==> src/rtl/uart_tx_fifo_param_pkg.sv <==
// Shared UART definitions: FSM state encoding and parity-mode constants,
// intended for reuse by the matching parametrised receiver.
package uart_tx_fifo_param_pkg;

    typedef enum logic [2:0] {
        ST_IDLE,
        ST_START,
        ST_DATA,
        ST_PARITY,
        ST_STOP
    } tx_state_e;

    localparam int PARITY_NONE = 0;
    localparam int PARITY_EVEN = 1;
    localparam int PARITY_ODD  = 2;

endpackage

==> src/rtl/uart_tx_fifo_param_sync_fifo.sv <==
// Single-clock FIFO queueing bytes for the UART transmitter.
// Pointers wrap naturally; count is one bit wider so full and empty are unambiguous.
module uart_tx_fifo_param_sync_fifo #(
    parameter int WIDTH = 8,
    parameter int DEPTH = 4
) (
    input  logic                     clk_i,
    input  logic                     rst_i,
    input  logic                     push_i,
    input  logic                     pop_i,
    input  logic [WIDTH-1:0]         wr_data_i,
    output logic [WIDTH-1:0]         rd_data_o,
    output logic [$clog2(DEPTH):0]   count_o,
    output logic                     full_o,
    output logic                     empty_o
);

    localparam int PTR_W = $clog2(DEPTH);
    localparam int CNT_W = PTR_W + 1;

    logic [WIDTH-1:0] mem_q [DEPTH];
    logic [PTR_W-1:0] wr_ptr_q;
    logic [PTR_W-1:0] rd_ptr_q;
    logic [CNT_W-1:0] count_q;
    logic [CNT_W-1:0] count_d;
    logic             do_push;
    logic             do_pop;

    assign full_o    = (count_q == CNT_W'(DEPTH));
    assign empty_o   = (count_q == '0);
    assign count_o   = count_q;
    assign rd_data_o = mem_q[rd_ptr_q];
    assign do_push   = push_i && !full_o;
    assign do_pop    = pop_i && !empty_o;

    always_comb begin
        count_d = count_q;
        case ({do_push, do_pop})
            2'b10:   count_d = count_q + 1'b1;
            2'b01:   count_d = count_q - 1'b1;
            default: ;
        endcase
    end

    always_ff @(posedge clk_i or posedge rst_i) begin
        if (rst_i) begin
            wr_ptr_q <= '0;
            rd_ptr_q <= '0;
            count_q  <= '0;
        end else begin
            if (do_push) wr_ptr_q <= wr_ptr_q + 1'b1;
            if (do_pop)  rd_ptr_q <= rd_ptr_q + 1'b1;
            count_q <= count_d;
        end
    end

    // NOTE: storage has no reset; the count guarantees stale entries are never read.
    always_ff @(posedge clk_i) begin
        if (do_push) mem_q[wr_ptr_q] <= wr_data_i;
    end

endmodule

==> src/rtl/uart_tx_fifo_param.sv <==
// Parametrised UART transmitter with an input FIFO; frames are sent
// back-to-back while data is queued.
module uart_tx_fifo_param
    import uart_tx_fifo_param_pkg::*;
#(
    parameter int CLKS_PER_BIT = 87,
    parameter int DATA_BITS    = 8,
    parameter int PARITY       = 0,
    parameter int STOP_BITS    = 1,
    parameter int FIFO_DEPTH   = 4
) (
    input  logic                          i_Clk,
    input  logic                          i_Rst,
    input  logic                          i_Tx_DV,
    input  logic [DATA_BITS-1:0]          i_Tx_Byte,
    output logic                          o_Tx_Ready,
    output logic [$clog2(FIFO_DEPTH):0]   o_Fifo_Count,
    output logic                          o_Tx_Active,
    output logic                          o_Tx_Serial,
    output logic                          o_Tx_Done
);

    localparam int BAUD_W = $clog2(CLKS_PER_BIT);
    localparam int IDX_W  = $clog2(DATA_BITS);
    localparam logic [BAUD_W-1:0] BAUD_LAST = BAUD_W'(CLKS_PER_BIT - 1);
    localparam logic [IDX_W-1:0]  DATA_LAST = IDX_W'(DATA_BITS - 1);
    localparam logic [IDX_W-1:0]  STOP_LAST = IDX_W'(STOP_BITS - 1);

    tx_state_e            state_q;
    logic [BAUD_W-1:0]    baud_q;
    logic [IDX_W-1:0]     bit_idx_q;
    logic [DATA_BITS-1:0] shift_q;
    logic                 parity_q;
    logic                 serial_q;
    logic                 active_q;
    logic                 done_q;

    logic [DATA_BITS-1:0] fifo_rd_data;
    logic                 fifo_full;
    logic                 fifo_empty;
    logic                 fifo_pop;
    logic                 baud_tick;
    logic                 frame_end;
    logic                 load_parity;

    uart_tx_fifo_param_sync_fifo #(
        .WIDTH (DATA_BITS),
        .DEPTH (FIFO_DEPTH)
    ) u_fifo (
        .clk_i     (i_Clk),
        .rst_i     (i_Rst),
        .push_i    (i_Tx_DV),
        .pop_i     (fifo_pop),
        .wr_data_i (i_Tx_Byte),
        .rd_data_o (fifo_rd_data),
        .count_o   (o_Fifo_Count),
        .full_o    (fifo_full),
        .empty_o   (fifo_empty)
    );

    assign o_Tx_Ready  = !fifo_full;
    assign o_Tx_Active = active_q;
    assign o_Tx_Serial = serial_q;
    assign o_Tx_Done   = done_q;

    assign baud_tick   = (baud_q == BAUD_LAST);
    assign frame_end   = (state_q == ST_STOP) && baud_tick && (bit_idx_q == STOP_LAST);
    // Pop from idle, or on the final stop cycle so the next frame follows with no gap.
    assign fifo_pop    = !fifo_empty && ((state_q == ST_IDLE) || frame_end);
    assign load_parity = (PARITY == PARITY_ODD) ? ~^fifo_rd_data : ^fifo_rd_data;

    always_ff @(posedge i_Clk or posedge i_Rst) begin
        if (i_Rst) begin
            state_q   <= ST_IDLE;
            baud_q    <= '0;
            bit_idx_q <= '0;
            shift_q   <= '0;
            parity_q  <= 1'b0;
            serial_q  <= 1'b1;
            active_q  <= 1'b0;
            done_q    <= 1'b0;
        end else begin
            done_q <= 1'b0;
            baud_q <= baud_tick ? '0 : baud_q + 1'b1;
            case (state_q)
                ST_IDLE: begin
                    serial_q  <= 1'b1;
                    baud_q    <= '0;
                    bit_idx_q <= '0;
                end
                ST_START: begin
                    if (baud_tick) begin
                        state_q  <= ST_DATA;
                        serial_q <= shift_q[0];
                    end
                end
                ST_DATA: begin
                    if (baud_tick) begin
                        if (bit_idx_q == DATA_LAST) begin
                            bit_idx_q <= '0;
                            if (PARITY != PARITY_NONE) begin
                                state_q  <= ST_PARITY;
                                serial_q <= parity_q;
                            end else begin
                                state_q  <= ST_STOP;
                                serial_q <= 1'b1;
                            end
                        end else begin
                            bit_idx_q <= bit_idx_q + 1'b1;
                            shift_q   <= shift_q >> 1;
                            serial_q  <= shift_q[1];
                        end
                    end
                end
                ST_PARITY: begin
                    if (baud_tick) begin
                        state_q  <= ST_STOP;
                        serial_q <= 1'b1;
                    end
                end
                ST_STOP: begin
                    if (frame_end) begin
                        done_q    <= 1'b1;
                        bit_idx_q <= '0;
                        state_q   <= ST_IDLE;
                        active_q  <= 1'b0;
                        serial_q  <= 1'b1;
                    end else if (baud_tick) begin
                        bit_idx_q <= bit_idx_q + 1'b1;
                    end
                end
                default: state_q <= ST_IDLE;
            endcase

            // A pop overrides the idle/stop handling above and starts a new frame.
            if (fifo_pop) begin
                shift_q   <= fifo_rd_data;
                parity_q  <= load_parity;
                state_q   <= ST_START;
                serial_q  <= 1'b0;
                active_q  <= 1'b1;
                baud_q    <= '0;
                bit_idx_q <= '0;
            end
        end
    end

endmodule

==> config.mk <==
export PLATFORM = sky130hd
export DESIGN_NAME = uart_tx_fifo_param
export DESIGN_NICKNAME = d
export VERILOG_FILES = /design/src/rtl/uart_tx_fifo_param_pkg.sv /design/src/rtl/uart_tx_fifo_param_sync_fifo.sv /design/src/rtl/uart_tx_fifo_param.sv
export SDC_FILE = /design/constraint.sdc
export NUM_CORES = 1
export LEC_CHECK = 0
export CAP_MARGIN = 20
export CORE_ASPECT_RATIO = 0.5
export CORE_MARGIN = 8
export CORE_UTILIZATION = 55
export CTS_CLUSTER_DIAMETER = 150
export CTS_CLUSTER_SIZE = 28
export DETAILED_ROUTE_END_ITERATION = 10
export HOLD_SLACK_MARGIN = 0.05
export PLACE_DENSITY = 0.74
export SETUP_SLACK_MARGIN = 0.02
export SLEW_MARGIN = 40
export SYNTH_ARGS = -nofsm -noshare
export SYNTH_HDL_FRONTEND = slang
export SYNTH_SLANG_ARGS = --single-unit
==> constraint.sdc <==
create_clock -name i_Clk -period 2.6 [get_ports i_Clk]
set_clock_uncertainty 0.05 [all_clocks]
set_input_delay 0.39 -clock i_Clk [delete_from_list [all_inputs] [get_ports i_Clk]]
set_output_delay 0.39 -clock i_Clk [all_outputs]
set_load 0.03 [all_outputs]
==> flow_summary.json, run 1 <==
{
  "overflow": 0,
  "fin_crit_sh_pct": 91.3,
  "vias": 1685,
  "antenna_cells": 0,
  "synth_xor_xnor_area_share_pct": 3.65,
  "postSynthAreaPerCell_sq_um": 13.8,
  "peakVddDrop_v": 0.000501,
  "post-route-util_pct": 67.6,
  "ys_seq_area_share_pct": 60.4,
  "max_slew.worst_pin.slew_ns": 0.615,
  "cts.clk_slew.worst_paths_ns": 0.07,
  "synth_compound_area_share_pct": 5.91,
  "layout_min_cycle_time_ns": 2.38,
  "crit_path_end_kind": "register",
  "maxCapViolations": 0,
  "grt_max_degree": 32,
  "status": "finished, final reports clean",
  "async_flop_share_pct": 49.2,
  "drt_first_iter_violations": 90,
  "area_delta_synth_final_pct": 16.8,
  "fp.dieH_um": 67.2,
  "numPortBuffers": 17,
  "hold_viol_final": 0,
  "core-area_sq_um": 4980,
  "p_leak_nw": 1.39,
  "synthMuxAreaShare_pct": 10.6,
  "synth_edf_count": 32,
  "synthFlopType": "edfxtp_1",
  "cts_buffer_depth": 2,
  "timing.fmax_ghz": 0.421,
  "grt_pass1_vias": 1782,
  "numCtsBuffers": 9,
  "wl_per_cell_um": 17.2,
  "synth_fp_nets": 230,
  "drive_gt1_share_pct": 17.9,
  "via_per_inst": 5.44,
  "numClockSinks": 63,
  "syn-cell-area_sq_um": 2880,
  "grt_first_pass_wirelength_um": 8930,
  "rsz0062_at_grt": "no",
  "synth_top_family_by_area": "simple AND/OR/NAND/NOR gates",
  "maxSlewHeadroom_pct": 59.0,
  "crit_fanout": 9,
  "die_x_um": 118,
  "timing.hold.ws_ns": 0.386,
  "antenna_found_initial": 0,
  "io_pins": 18,
  "post_cts_buffers": 0,
  "crit_required_ns": 2.81,
  "grt_use_total_pct": 14.7,
  "netlist_instances": 208,
  "start_kind": "register",
  "gp_congestion": 0.769,
  "antenna_left": 0,
  "p_per_area_nw_per_um2": 778,
  "yosys_warnings": 0,
  "drt_pass1_iterations": 4,
  "fin_tns_setup_ns": 0,
  "clock_latency_ns": 0.34,
  "drc": 0,
  "rows": 18,
  "synthAdderAreaFrac_pct": 5.04,
  "arrival_ns": 2.58,
  "htreeDepth": 3,
  "synthSimpleGateAreaFrac_pct": 11.3,
  "dp_hpwl_um": 3640,
  "start_util_pct": 57.8,
  "dieArea_sq_um": 7950,
  "crit_type": "register to register",
  "drv_slew": 0,
  "yosysUniqueCellTypes": 48,
  "ys_seq_elements": 63,
  "fin_nets": 257,
  "routed_wl_um": 5320,
  "setup_violations": 0,
  "cts_tree": "done",
  "hold_path_class": "input port to asynchronous set/reset pin",
  "clock-root-buffer": "clkbuf_8"
}
==> kinds of logic after synthesis <==
kind of cell | after synthesis
adders and majority gates | 11
and+or+nand+nor | 56
buffers and inverters | 20
muxes | 20
xor gates and xnor gates | 12
DFF | 63
AOI/OAI and AO/OA | 26
==> path summary, 6_finish.rpt <==
kind	startpoint	endpoint	slack (ns)	cells past startpoint
worst max-delay path	bit_idx_q[0]$_DFFE_PP0P_	u_fifo.count_o[2]$_DFFE_PP0P_	0.22	12
worst min register to register	baud_q[0]$_DFF_PP0_	baud_q[0]$_DFF_PP0_	0.44	1
worst min-delay path	i_Rst	shift_q[6]$_DFFE_PP0P_	0.39	3
max in group asynchronous	i_Rst	o_Tx_Serial$_DFFE_PP1P_	1.78	3
min in group i_Clk	baud_q[0]$_DFF_PP0_	baud_q[0]$_DFF_PP0_	0.44	1
worst max register to register	bit_idx_q[0]$_DFFE_PP0P_	u_fifo.count_o[2]$_DFFE_PP0P_	0.22	12
==> critical path, stage by stage (launching register included) <==
cell and delay (ns):
dfrtp_1 0.41, inv_1 0.06, ha_1 0.14, nand4bb_1 0.16, o21ai_2 0.20, nand2_2 0.12
inv_4 0.12, ha_1 0.19, inv_1 0.06, fa_1 0.38, xor2_1 0.15, nor2_1 0.11
xor2_1 0.14
==> per-stage QoR <==
stage          instances  cell area (sq um)  power (mW)  worst slack [ns]
3_5_place_dp         294               3140        1.72             0.221
4_1_cts              310               3360        2.64             0.174
5_1_grt              310               3360        2.72            0.0230
6_report             310               3360        2.62             0.225
2_1_floorplan        208               2880        1.54             0.163
3_3_place_gp         294               3140        1.68             0.286
==> report_power, final <==
group	total [mW]	switching (mW)	internal [mW]
Clock	0.926	0.385	0.540
Combinational	0.425	0.250	0.175
Sequential	1.27	0.0621	1.20
==> synthesized netlist by cell type, types with 3 or more instances <==
cell type / number / share of area (%)
mux2_2: 3 / 1.2
dfrtp_1: 30 / 26
xor2_1: 5 / 1.5
and3_1: 6 / 1.3
edfxtp_1: 32 / 33
nor2_1: 13 / 1.7
buf_2: 4 / 0.70
o21ai_0: 4 / 0.70
ha_1: 10 / 4.3
mux2i_1: 9 / 3.1
o21ai_1: 9 / 1.6
nand3_1: 12 / 2.1
a21oi_1: 4 / 0.70
inv_1: 12 / 1.6
nand2_1: 5 / 0.65
xnor2_1: 7 / 2.1
mux4_2: 8 / 6.3
==> per-layer routing <==
metal | global-route usage, % | up-vias | share of wire, %
met5 | 0 | - | 0
met2 | 24.9 | 35 | 48
met4 | 5.37 | 0 | 1.2
met3 | 4.99 | 8 | 3.8
met1 | 17.5 | 833 | 47
li1 | - | 809 | -
==> state kept, by name, summed over array words and instances (netlist names) <==
register         flops
baud_q               7
bit_idx_q            3
o_Tx_Active          1
o_Tx_Done            1
o_Tx_Serial          1
shift_q              8
state_q              3
u_fifo.count_o       3
u_fifo.mem_q        32
u_fifo.rd_ptr_q      2
u_fifo.wr_ptr_q      2
==> cells in the final DEF (no fill, tap or decap), types with 4 or more instances in the layout <==
master,instances
xor2_1,5
edfxtp_1,32
a21oi_1,4
and3_1,6
nand2_1,5
mux2i_1,9
o21ai_1,9
ha_1,10
nor2_1,13
clkbuf_8,9
o21ai_0,4
clkdlybuf4s50_1,17
inv_1,12
buf_4,6
xnor2_1,7
nand3_1,12
dfrtp_1,30
mux4_2,8
==> final cells by class <==
cell class / instances / area [sq um]
tap: 70 / 87.6
multi-input combinational: 125 / 1050
sequential: 63 / 1740
clock inverter: 7 / 97.6
timing repair buffer: 23 / 215
fill: 356 / 1610
clock buffer: 9 / 124
inverter: 13 / 51.3
==> what timing repair did <==
action	CTS	global route
endpoints found under the hold margin	0	0
endpoints found under the setup margin	0	1
resized for setup	0	1
hold buffers	0	0
Note: power is estimated with default switching activity, not from simulation.
==> run 2, diff against run 1 <==
Settings changed: CELL_PAD_IN_SITES_DETAIL_PLACEMENT set to 1, CELL_PAD_IN_SITES_GLOBAL_PLACEMENT set to 1, CORE_UTILIZATION 55 to 49, PLACE_DENSITY 0.74 to 0.84.
==> run 2 against run 1 <==
Design area rose by 3.4%. Die area rose by 9.9%. Clock-buffer cell count did not move. Critical path depth did not move. Combinational power rose by 9.9%. Cell count rose by 1.9%. Core utilization fell by 5.3 points. Power rose by 14%. First-iteration DRC count rose by 18%. Largest power group unchanged.
==> flow_summary.json, run 2 (synthesis gave the netlist of run 1 again) <==
{
  "status": "finished, final reports clean",
  "grt_use_total_pct": 16.6,
  "htreeDepth": 3,
  "area_delta_synth_final_pct": 20.8,
  "final_common_cell": "edfxtp_1",
  "io_pins": 18,
  "drive_gt1_share_pct": 19.8,
  "layout_setup_ws_ns": 0.136,
  "max_slew.worst_pin.slew_ns": 0.651,
  "p_leak_nw": 1.43,
  "start_util_pct": 51.5,
  "timing.fmax_ghz": 0.406,
  "numClockSinks": 63,
  "pre_cts_ws_ns": 0.109,
  "cts_tree": "done",
  "routed_wl_um": 7240,
  "crit_required_ns": 2.80,
  "path_cells": "inv_1 -> ha_1 -> nand4bb_1 -> o21ai_2 -> nand2_2 -> clkinv_4 -> ha_2 -> inv_1 -> fa_1 -> xor2_1 -> nor2_1 -> xor2_1",
  "setup_violations": 0,
  "crit_fanout": 4,
  "worst-r2r-cell-count": 12,
  "crit_end": "u_fifo.count_o[2]$_DFFE_PP0P_",
  "antenna_left": 0,
  "clock-root-buffer": "clkbuf_16",
  "dp_hpwl_um": 4210,
  "grt_pass1_vias": 2026,
  "maxSlewHeadroom_pct": 56.6,
  "numPortBuffers": 17,
  "antenna_found_initial": 0,
  "cts.clk_slew.worst_paths_ns": 0.06,
  "hold_viol_final": 0,
  "p_per_area_nw_per_um2": 856,
  "cp_slowest_cell": "dfrtp_1",
  "crit_type": "register to register",
  "overflow": 0,
  "cts_buffer_depth": 2,
  "arrival_ns": 2.67,
  "antenna_cells": 0,
  "r2r_start": "bit_idx_q[0]$_DFFE_PP0P_",
  "clock_latency_ns": 0.33,
  "crit_path_end_kind": "register",
  "grt_max_degree": 32,
  "peakVddDrop_v": 0.000610,
  "core-area_sq_um": 5590,
  "fin_crit_sh_pct": 94.8,
  "layout_min_cycle_time_ns": 2.46,
  "numCtsBuffers": 9,
  "wl_per_cell_um": 22.9,
  "drc": 0,
  "rsz0062_at_grt": "no",
  "timing.hold.ws_ns": 0.412,
  "die_x_um": 124,
  "rrSetupSlack_ns": 0.14,
  "fp.dieH_um": 70.2,
  "via_per_inst": 5.65,
  "hold_path_class": "input port to asynchronous set/reset pin",
  "top_register": "u_fifo.mem_q",
  "critical_path.max_stage_delay_ns": 0.40,
  "start_kind": "register",
  "largest_reg_flops": 32,
  "rows": 19,
  "fin_tns_setup_ns": 0,
  "maxCapViolations": 0,
  "drv_slew": 0,
  "reg_top3": "u_fifo.mem_q: 32 flops, shift_q: 8 flops, baud_q: 7 flops",
  "grt_first_pass_wirelength_um": 11200,
  "gp_congestion": 0.758,
  "fin_nets": 260,
  "mostFrequentLayoutCells": "32 x edfxtp_1, 30 x dfrtp_1, 17 x clkdlybuf4s50_1, 13 x nor2_1",
  "drt_pass1_iterations": 4,
  "dieArea_sq_um": 8730,
  "drt_first_iter_violations": 106,
  "crit_start": "bit_idx_q[0]$_DFFE_PP0P_",
  "reg2reg_to": "u_fifo.count_o[2]$_DFFE_PP0P_",
  "vias": 1785,
  "cts_hold_buf": 0
}
## run 2: critical path: cells and delay by family, from the launching register on
family / cells / cell delay (ns)
compound gates: 1 / 0.21
xor+xnor: 2 / 0.32
fa+ha+maj: 3 / 0.73
buf+inv: 3 / 0.22
flops: 1 / 0.40
simple gates: 3 / 0.43
## run 2: how the worst min path moves through the flow
stage / slack (ns) / cells past startpoint / from / to
after floorplan: 0.40 / 1 / baud_q[0]$_DFF_PP0_ / baud_q[0]$_DFF_PP0_
after global placement: 0.41 / 1 / baud_q[0]$_DFF_PP0_ / baud_q[0]$_DFF_PP0_
after detailed placement: 0.43 / 1 / baud_q[0]$_DFF_PP0_ / baud_q[0]$_DFF_PP0_
after CTS: 0.41 / 3 / i_Rst / u_fifo.rd_ptr_q[1]$_DFFE_PP0P_
after global routing: 0.46 / 3 / i_Rst / u_fifo.rd_ptr_q[1]$_DFFE_PP0P_
final: 0.41 / 3 / i_Rst / u_fifo.rd_ptr_q[1]$_DFFE_PP0P_
## run 2: where the power goes
part / total (mW) / switching, mW / internal (mW)
sequential: 1.29 / 0.0820 / 1.21
combinational: 0.467 / 0.286 / 0.181
clock: 1.22 / 0.470 / 0.749
total: 2.98 / 0.838 / 2.14
## run 2: cell type report
| type | instances | area (sq um) |
|---|---|---|
| Sequential cell | 63 | 1740 |
| Tap cell | 73 | 91.3 |
| Inverter | 13 | 53.8 |
| Clock buffer | 9 | 225 |
| Clock inverter | 7 | 78.8 |
| Multi-Input combinational cell | 125 | 1050 |
| Fill cell | 524 | 2110 |
| Timing Repair Buffer | 26 | 238 |
## run 2: timing repair
item | in CTS | in global routing
resized for setup | 0 | 3
buffers inserted | 0 | 4
setup endpoints to repair | 0 | 1
## run 2: per-layer routing
metal / part of all wire, % / vias to the layer above / GRT usage (%)
li1: - / 816 / -
met2: 53 / 44 / 28.8
met3: 4.1 / 7 / 4.97
met4: 0.79 / 0 / 6.36
met1: 43 / 918 / 19.0
met5: 0 / - / 0
## run 2: stage by stage
stage / util (%) / power, mW / instances / area [sq um]
after global routing: 62.2 / 3.07 / 316 / 3480
final: 62.2 / 2.98 / 316 / 3480
after global placement: 56.1 / 1.68 / 296 / 3140
after detailed placement: 56.1 / 1.73 / 296 / 3140
after floorplan: - / 1.54 / 208 / 2880
after CTS: 61.6 / 2.99 / 312 / 3440
==> run 3, diff against run 2 <==
Settings changed: PLACE_DENSITY 0.84 to not set, PLACE_DENSITY_LB_ADDON set to 0.1.
==> run 3 against run 2 <==
Maximum frequency rose by 1.1%. Register-to-register slack improved by 0.03 ns. Via count fell by 4.0%. Power fell by 0.57%. First-iteration DRC count fell by 34%. Wire length fell by 22%. Sequential power barely moved. Global-route usage fell by 2.5 points. Clock power rose by 3%. Combinational power fell by 9.4%. Setup slack improved by 0.026 ns. Highest routed layer unchanged.
==> flow_summary.json, run 3 (synthesis gave the netlist of run 1 again) <==
{
  "seq_area_sq_um": 1740,
  "vias": 1714,
  "antenna_found_initial": 0,
  "cts_hold_buf": 0,
  "fin_crit_sh_pct": 93.8,
  "routed_wl_um": 5650,
  "critical_path.max_stage_delay_ns": 0.41,
  "rrSetupSlack_ns": 0.16,
  "clock-root-buffer": "clkbuf_16",
  "setup_violations": 0,
  "antenna_cells": 0,
  "antenna_left": 0,
  "grt_max_degree": 32,
  "p_leak_nw": 1.43,
  "core-area_sq_um": 5590,
  "post_cts_buffers": 0,
  "grt_first_pass_wirelength_um": 9740,
  "drv_slew": 0,
  "htreeDepth": 3,
  "p_total_mw": 2.96,
  "cts_buffer_depth": 2,
  "die_x_um": 124,
  "via_per_inst": 5.49,
  "reg_top3": "u_fifo.mem_q: 32 flops, shift_q: 8 flops, baud_q: 7 flops",
  "crit_required_ns": 2.80,
  "hold_path_class": "input port to asynchronous set/reset pin",
  "p_per_area_nw_per_um2": 855,
  "cts.clk_slew.worst_paths_ns": 0.05,
  "start_kind": "register",
  "fin_area_sq_um": 3460,
  "clock_latency_ns": 0.33,
  "mostFrequentLayoutCells": "32 x edfxtp_1, 30 x dfrtp_1, 17 x clkdlybuf4s50_1, 13 x nor2_1",
  "top_register": "u_fifo.mem_q",
  "drive_gt1_share_pct": 17.6,
  "cp_slowest_cell": "dfrtp_1",
  "critical_path_buf_inv_count": 3,
  "rows": 19,
  "timing.fmax_ghz": 0.410,
  "wl_per_cell_um": 18.1,
  "numCtsBuffers": 9,
  "path_cells": "inv_1 -> ha_1 -> nand4b_1 -> o21ai_2 -> nand2_2 -> inv_2 -> ha_1 -> inv_1 -> fa_1 -> xor2_1 -> nor2_1 -> xor2_1",
  "fill_cells": 531,
  "drt_pass1_iterations": 4,
  "instances_no_fill": 312,
  "layout_min_cycle_time_ns": 2.44,
  "maxSlewHeadroom_pct": 59.7,
  "dp.cells": 296,
  "fp.dieH_um": 70.2,
  "numClockSinks": 63,
  "status": "finished, final reports clean",
  "largest_reg_flops": 32,
  "area_delta_synth_final_pct": 20.1,
  "dp_hpwl_um": 4110,
  "crit_type": "register to register",
  "fin_nets": 256,
  "cp_top_family": "adder cells",
  "dieArea_sq_um": 8730,
  "start_util_pct": 51.5,
  "gp_congestion": 0.732,
  "cts.repair.resized": 0,
  "grt_use_total_pct": 14.2,
  "peakVddDrop_v": 0.000783,
  "maxCapViolations": 0,
  "grt_pass1_vias": 1916,
  "placed_area_sq_um": 3140,
  "crit_path_end_kind": "register",
  "multi_input_area_sq_um": 1050,
  "fin_tns_setup_ns": 0,
  "io_pins": 18,
  "drt_first_iter_violations": 70,
  "max_slew.worst_pin.slew_ns": 0.604,
  "arrival_ns": 2.64,
  "cts_tree": "done",
  "final_common_cell": "edfxtp_1",
  "drc": 0,
  "hold_viol_final": 0,
  "numPortBuffers": 17,
  "overflow": 0,
  "crit_fanout": 9,
  "rsz0062_at_grt": "no"
}
==> run 3: cell types whose count changed in the layout (fill, tap and decap cells not counted), sizes merged <==
cell      before  now
buf            9    5
bufinv         1    2
clkinv         2    4
clkinvlp       3    1
inv           14   13
==> run 3: final cells by class <==
type | instances | area share [%]
clock buffers | 9 | 6.51
clock inverters | 7 | 2.82
inverters | 13 | 1.41
multi-input cells | 125 | 30.4
flip-flops and latches | 63 | 50.3
well taps | 73 | 2.64
repair buffers | 22 | 6.01
==> run 3: worst paths after layout <==
check | depth (start not counted) | startpoint | end
worst max-delay path | 12 | baud_q[0]$_DFF_PP0_ | u_fifo.count_o[2]$_DFFE_PP0P_
worst min-delay path | 3 | i_Rst | u_fifo.wr_ptr_q[1]$_DFFE_PP0P_
worst max register to register | 12 | baud_q[0]$_DFF_PP0_ | u_fifo.count_o[2]$_DFFE_PP0P_
worst min register to register | 1 | baud_q[0]$_DFF_PP0_ | baud_q[0]$_DFF_PP0_
max in group asynchronous | 3 | i_Rst | o_Tx_Serial$_DFFE_PP1P_
min in group i_Clk | 1 | baud_q[0]$_DFF_PP0_ | baud_q[0]$_DFF_PP0_
==> run 3: metrics by stage <==
stage	worst slack [ns]	hold slack [ns]	util, %
after global routing	0.0239	0.463	61.9
after global placement	0.262	0.412	56.1
after CTS	0.119	0.405	61.9
final	0.162	0.405	61.9
after detailed placement	0.153	0.436	56.1
after floorplan	0.163	0.397	-
==> run 3: worst min-delay path, stage by stage <==
cell and delay, ns:
clkdlybuf4s50_1 0.39, inv_1 0.05, buf_4 0.36
==> run 3: where the power goes <==
group	internal [mW]	switching, mW	total [mW]
combinational	0.174	0.249	0.423
clock	0.839	0.424	1.26
sequential	1.21	0.0662	1.27
total	2.22	0.740	2.96
==> run 3: metal layers <==
metal  part of all wire [%]  wire length, um  GRT usage [%]
met1                     46             2610           16.9
met2                     49             2770           22.5
met3                    3.9              219           7.00
met4                    1.0               57           3.31
met5                      0                0              0
